File: src/rtl/regfile_mbox.sv
// Parametrised two-read/one-write register file with pixel mailbox and output register.
// Optional write-to-read bypass is enabled by defining REGFILE_BYPASS_EN.
module regfile_mbox #(
  parameter int DATA_W   = 32,
  parameter int ADDR_W   = 5,
  parameter int PIX_W    = 12,
  parameter int IMG_REG  = 12,
  parameter int WTR_REG  = 13,
  parameter int OUT_REG  = 14,
  parameter int DONE_REG = 15,
  parameter int STAT_REG = 22
) (
  input  logic              clk,
  input  logic              rst_n,
  input  logic              we,
  input  logic [ADDR_W-1:0] waddr,
  input  logic [DATA_W-1:0] wdata,
  input  logic [ADDR_W-1:0] raddr1,
  input  logic [ADDR_W-1:0] raddr2,
  output logic [DATA_W-1:0] rdata1,
  output logic [DATA_W-1:0] rdata2,
  input  logic              in_valid,
  output logic              in_ready,
  input  logic [PIX_W-1:0]  img_pix,
  input  logic [PIX_W-1:0]  wtr_pix,
  output logic              out_valid,
  input  logic              out_ready,
  output logic [PIX_W-1:0]  out_pix,
  output logic              done
);

  localparam int DEPTH = 2 ** ADDR_W;
  localparam logic [ADDR_W-1:0] STAT_A = ADDR_W'(STAT_REG);
  localparam logic [ADDR_W-1:0] OUT_A  = ADDR_W'(OUT_REG);

  logic [DATA_W-1:0] regs [DEPTH];
  logic              full;
  logic              overrun;
  logic              capture;
  logic              wr_stat;
  logic              wr_out;
  logic              accept;
  logic [DATA_W-1:0] stat_val;

  // Handshakes: a transfer happens on a rising edge where valid && ready are both 1.
  // The input side is a depth-1 mailbox released by software (W1C of STAT bit0);
  // the output side holds out_pix stable while out_valid=1 until out_ready accepts it.
  assign in_ready = !full;
  assign capture  = in_valid && !full;
  assign wr_stat  = we && (waddr == STAT_A);
  assign wr_out   = we && (waddr == OUT_A);
  assign accept   = out_valid && out_ready;
  assign stat_val = DATA_W'({overrun, full});

  always_ff @(posedge clk or negedge rst_n) begin
    if (!rst_n) begin
      for (int i = 0; i < DEPTH; i++) regs[i] <= '0;
    end else begin
      // Register 0 and the status slot are never written into the array.
      for (int i = 1; i < DEPTH; i++) begin
        if (capture && i == IMG_REG)
          regs[i] <= DATA_W'(img_pix);
        else if (capture && i == WTR_REG)
          regs[i] <= DATA_W'(wtr_pix);
        else if (we && waddr == ADDR_W'(i) && i != STAT_REG)
          regs[i] <= wdata;
      end
    end
  end

  always_ff @(posedge clk or negedge rst_n) begin
    if (!rst_n) begin
      full      <= 1'b0;
      overrun   <= 1'b0;
      out_valid <= 1'b0;
    end else begin
      if (capture)
        full <= 1'b1;
      else if (wr_stat && wdata[0])
        full <= 1'b0;

      // An accept in the same cycle as a new write frees the slot, so no overrun.
      if (wr_out && out_valid && !out_ready)
        overrun <= 1'b1;
      else if (wr_stat && wdata[1])
        overrun <= 1'b0;

      if (wr_out)
        out_valid <= 1'b1;
      else if (accept)
        out_valid <= 1'b0;
    end
  end

  function automatic logic [DATA_W-1:0] read_port(input logic [ADDR_W-1:0] a);
    logic [DATA_W-1:0] v;
    if (a == '0)
      v = '0;
    else if (a == STAT_A)
      v = stat_val;
    else
      v = regs[a];
`ifdef REGFILE_BYPASS_EN
    if (we && a == waddr && a != '0 && a != STAT_A)
      v = wdata;
`endif
    return v;
  endfunction

  always_comb begin
    rdata1 = '0;
    rdata2 = '0;
    rdata1 = read_port(raddr1);
    rdata2 = read_port(raddr2);
  end

  assign out_pix = regs[OUT_REG][PIX_W-1:0];
  assign done    = regs[DONE_REG][0];

endmodule

File: config.mk
export PLATFORM = sky130hd
export DESIGN_NAME = regfile_mbox
export DESIGN_NICKNAME = d
export VERILOG_FILES = /design/src/rtl/regfile_mbox.sv
export SDC_FILE = /design/constraint.sdc
export NUM_CORES = 2
export LEC_CHECK = 0
export ABC_AREA = 1
export ABC_CLOCK_PERIOD_IN_PS = 2650
export CAP_MARGIN = 20
export CORE_AREA = 2 2 374 413
export DETAILED_ROUTE_END_ITERATION = 16
export DIE_AREA = 0 0 376 415
export GPL_TIMING_DRIVEN = 0
export MAX_ROUTING_LAYER = met4
export PLACE_DENSITY = 0.57
export REMOVE_ABC_BUFFERS = 1
export SYNTH_ARGS = -nofsm -noshare
export SYNTH_HDL_FRONTEND = slang
export SYNTH_SLANG_ARGS = --single-unit
File: constraint.sdc
create_clock -name clk -period 2.65 [get_ports clk]
set_input_delay 0.6625 -clock clk [delete_from_list [all_inputs] [get_ports clk]]
set_output_delay 0.6625 -clock clk [all_outputs]
set_load 0.01 [all_outputs]
; ---- Word-level counts from Yosys, hierarchy flattened
; Index checks and enable logic that the tools add are counted.
[op_classes]
n_lt_le_gt_ge = 2
eq_ne = 33
n_reduce_logical = 46
n_mux = 20
bitwise_logic = 2
[ops]
columns = operator, count
row1 = 32-bit 2-to-1 mux, 12
row2 = 32-bit binary-select mux with 5-bit select, 2
row3 = 5-bit equality test (second input constant), 18
row4 = 5-bit by 4-bit equality test with 1-bit output (second input constant), 8
row5 = 1-bit logical AND, 37
row6 = 5-bit by 3-bit equality test with 1-bit output (second input constant), 4
row7 = 6-bit >= comparator (second input constant), 2
row8 = 5-bit inverter with 6-bit output, 2
row9 = 5-bit by 2-bit equality test with 1-bit output (second input constant), 2
row10 = 5-bit zero test, 2
row11 = 2-bit nonzero test, 5
row12 = 1-bit 2-to-1 mux, 6
row13 = 5-bit by 1-bit equality test with 1-bit output (second input constant), 1
row14 = 1-bit zero test, 2
[totals]
register_bits = 963
wordCells = 136
input_bits = 76

; ---- Logic depth before layout (Yosys ltp)
[logic_depth]
depth_word = 6
mapped_depth = 13

; ---- Worst setup path before layout
; No wires, ideal clock.
[synth_path]
path_type = in2out
start = in raddr1[0]
end = out rdata1[5]
path_stages = 10
arrival_time_ns = 1.784
path_slack_ns = 0.204
required_time_ns = 1.987
path_buffers = 4
cell_sequence = buf_4 > buf_2 > buf_2 > buf_4 > o211ai_1 > nand3_1 > nand3_1 > nand2_1 > nand2_1 > nand2_1
[synth_between]
elab_chain_cells = 6
word_cells_on_any_way = 8
classes_between = eq/ne: 1 / mux: 5 / bitwise: 1 / reduce/logical: 1
[synth_lines]
columns = item, line
row1 = "start, declared", 18  ; input logic [ADDR_W-1:0] raddr1,
row2 = 5-bit inverter with 6-bit output (not written as such), 102  ; v = regs[a];
row3 = 32-bit binary-select mux with 5-bit select, 102
row4 = 32-bit 2-to-1 mux (not written as such) (2 in a row), 102
row5 = 32-bit 2-to-1 mux, 99  ; else if (a == STAT_A)
row6 = 32-bit 2-to-1 mux *, 97  ; if (a == '0)
row7 = "end, declared", 20  ; output logic [DATA_W-1:0] rdata1,
; Mark *: on every way between the ends. The rest lies on a longest branch, timed or not. The select of a mux whose other input is x is not followed.

; ---- Worst setup path after layout
[layout_path]
start = in raddr1[1]
end = out rdata1[13]
; The elaborated chain is that of the path after synthesis.

==> impl_results.md <==
* Reg area at 0.0241 mm²
* Die Ht at 415 µm
* Initial core utilization at 0.369
* Critical path arrival at 2540 ps
* Clock Sinks at 963
* Post-layout minimum cycle time at 3210 ps
* CORE AREA at 0.152 mm²
* Met2 Resource Use GR at 0.531
* WP data required at 1990 ps
* Total power at 47.6 mW
* Area share of the largest cell type after synthesis at 0.431
* Post-DP HPWL at 120 mm
* Clock Tree Buf Depth at 3
* Yosys reg bits at 963
* PortBufs at 154
* Worst slew pin tran at 1050 ps
* Final Util at 0.465
* Violated checks: setup timing
* Leak pwr at 35.7 nW
* Inserted Clock Buffers at 105
* CTS clk-pin slew, worst paths at 60 ps
* Fmax at 312 MHz
* First-pass GRT wire length at 391 mm
* Max VDD drop at 0.000523 V
* Final hold vios at 0
* Post-Syn Instances at 8485
* Post-synthesis sequential area ratio at 0.431
* Fin area at 0.0704 mm²
* Mean Syn Cell Area at 6.59 µm²
* RSZ-0062 raised after global routing: yes
* Die width at 376 µm
* Max-slew headroom at 0.300
* CTS Root Cell: clkbuf_16
* Worst setup EP type: primary output
* Setup TNS at -30060 ps
* Die ar. at 0.156 mm²
* DRC at 0
* Critical setup path kind: in2out
* Layout cells sized above 1 at 0.126
* Fin nets at 8534
* Skew final at 17.5 ps
* Final setup margin at -556 ps
* Synth area leaders: dfrtp_1 43%, nand2_1 24%, o21ai_0 8.9%
* Dpl cells at 10000
* Most used routing layer: met2
* GR Util met1 at 0.421
* Vias in the first global route at 56200
* Synth cell types at 26
* Reg2Reg Capture Point: regs[619]
* Pwr dens at 675 mW/mm²
* Worst r2r src: full
* Final setup violation count at 65
* Yosys warnings at 64
* Worst skew pair latency at 750 ps
* H-tree levels at 3
* Area Growth Syn to Fin at 25.9%
* Max-cap viol count at 0
* GRT Total Usage at 0.352
* Rows at 150
* CP Capture Point: rdata1[13]
* Multi-input logic area at 0.0278 mm²
* Slew Viols, Final at 0
* Post-route insts no fill at 10500
* CP Launch Point: raddr1[1]
* Routed WL at 286 mm
* Via density at 5.82
* Status: complete, but fails checks
* First-pass DRT Iterations at 8
* IO Pins at 155
* Post-Syn Area at 0.0559 mm²
* Routed len/inst at 27.1 µm
* Vias at 61300
* DRT iter0 DRCs at 9114
* R2R Setup Slk at 570 ps
* Placer Congestion at 0.801
* TritonCTS clock tree: built
* CP Max Fanout at 6
* GR Layer Usage met3 at 0.0686
* Routed Antenna Nets at 0
* Fillcell total at 14900
* Area post-placement at 0.0596 mm²
* CP Launch Type: primary input
* Worst r2r path cells at 7
* Initial antenna violation count at 14
* Largest net degree at the start of global routing at 151
* Final period utilization at 1.21
* Global route overflow at 0
* Hold WC Path Type: in2async
* Yosys top cell by area: dfrtp_1
## metrics by stage
stage	hold slack, ps	setup slack, ps
after floorplan	367	-2360
after global placement	466	-52530
after detailed placement	472	-3350
after CTS	387	-532
after global routing	421	-581
final	397	-556
## how the worst min path moves through the flow
stage / start / to
6_report: rst_n / regs[35]
2_1_floorplan: rst_n / done
5_1_grt: rst_n / regs[3]
3_5_place_dp: regs[196] / regs[196]
3_3_place_gp: regs[420] / regs[420]
4_1_cts: rst_n / regs[120]
## sequential cells by signal, indices dropped and copies added, names as in the netlist
signal,count
regs,947
out_pix,12
done,1
full,1
out_valid,1
overrun,1
## final cells by class
type / instances / share of cell area
Clock buffer: 158 / 0.0442
Multi-Input combinational cell: 6065 / 0.394
Antenna cell: 17 / 0.000604
Timing Repair inverter: 18 / 0.00323
Sequential cell: 963 / 0.342
Clock inverter: 30 / 0.00556
Tap cell: 1976 / 0.0351
Inverter: 779 / 0.0443
Timing Repair Buffer: 526 / 0.131
## placed cells by master (no fill, tap or decap), types with 14 or more instances in the layout
cell type | netlist | routed
bufbuf_16 | 0 | 34
nand4_1 | 56 | 56
o21ai_1 | 56 | 61
nand2_1 | 3599 | 3320
clkbuf_1 | 410 | 30
nand2_2 | 9 | 212
nand3_1 | 926 | 844
diode_2 | 0 | 17
buf_6 | 2 | 108
buf_16 | 0 | 111
clkinv_2 | 0 | 20
dfrtp_1 | 963 | 963
nor2_4 | 2 | 14
clkbuf_8 | 0 | 18
o21ai_0 | 996 | 987
o211ai_1 | 119 | 119
inv_2 | 11 | 15
or2_2 | 18 | 16
clkdlybuf4s50_1 | 0 | 79
nor2_1 | 210 | 192
nand2_4 | 0 | 71
inv_1 | 766 | 748
buf_12 | 0 | 81
a21oi_1 | 62 | 59
buf_4 | 28 | 64
clkbuf_16 | 0 | 137
nand3_2 | 1 | 77
buf_8 | 0 | 15
## per-layer routing
metal	routed length, µm	vias to the layer above
met1	102000	28900
met3	34400	1374
met5	0	-
met4	26200	0
met2	123000	4402
li1	-	26700
## cells by family (layout without fill, tap and decap cells)
logic type,Yosys count,in the layout,synth area share
simple gates,4830,4831,0.349
buf+inv,1458,1511,0.104
compound gates,1234,1234,0.116
flops,963,963,0.431
other cells,0,17,0
## synth_stat cells
cell	number
a21oi_1	62
nand2_2	9
o21ai_0	996
clkbuf_1	410
nor2_2	4
buf_6	2
clkinv_1	2
o211ai_1	119
nand3_2	1
or2_2	18
o22ai_1	1
nor2_1	210
inv_2	11
nor4_1	2
nand3_4	1
buf_1	52
nor2_4	2
nand3_1	926
buf_2	187
nor3_1	2
buf_4	28
o21ai_1	56
dfrtp_1	963
nand2_1	3599
inv_1	766
nand4_1	56
## critical path, cell delays in order
cell and delay [ps]:
buf_16 110, buf_16 130, buf_16 150, buf_8 140, nor2_4 150, buf_12 180, buf_12 140, buf_16 140
nand2_1 60, nand3_1 70, nand2_1 70, nand2_1 70, inv_1 40, nand2_1 50, nand2_1 70, nand2_4 170
buf_6 120
## power by group
| part | internal [mW] | switching (mW) | leakage, nW |
|---|---|---|---|
| clock | 8.93 | 6.64 | 1.73 |
| combinational | 4.65 | 7.77 | 21.5 |
| sequential | 17.6 | 1.93 | 12.5 |
## timing repair
item / 4_1_cts / 5_1_grt
pin swaps: 154 / 237
setup endpoints to repair: 106 / 169
endpoints found under the hold margin: 35 / 0
resized for setup: 675 / 328
setup buffers: 122 / 70
hold buffers: 1 / 0
cloned: 93 / 36
Power figures use the tool's default switching activity.
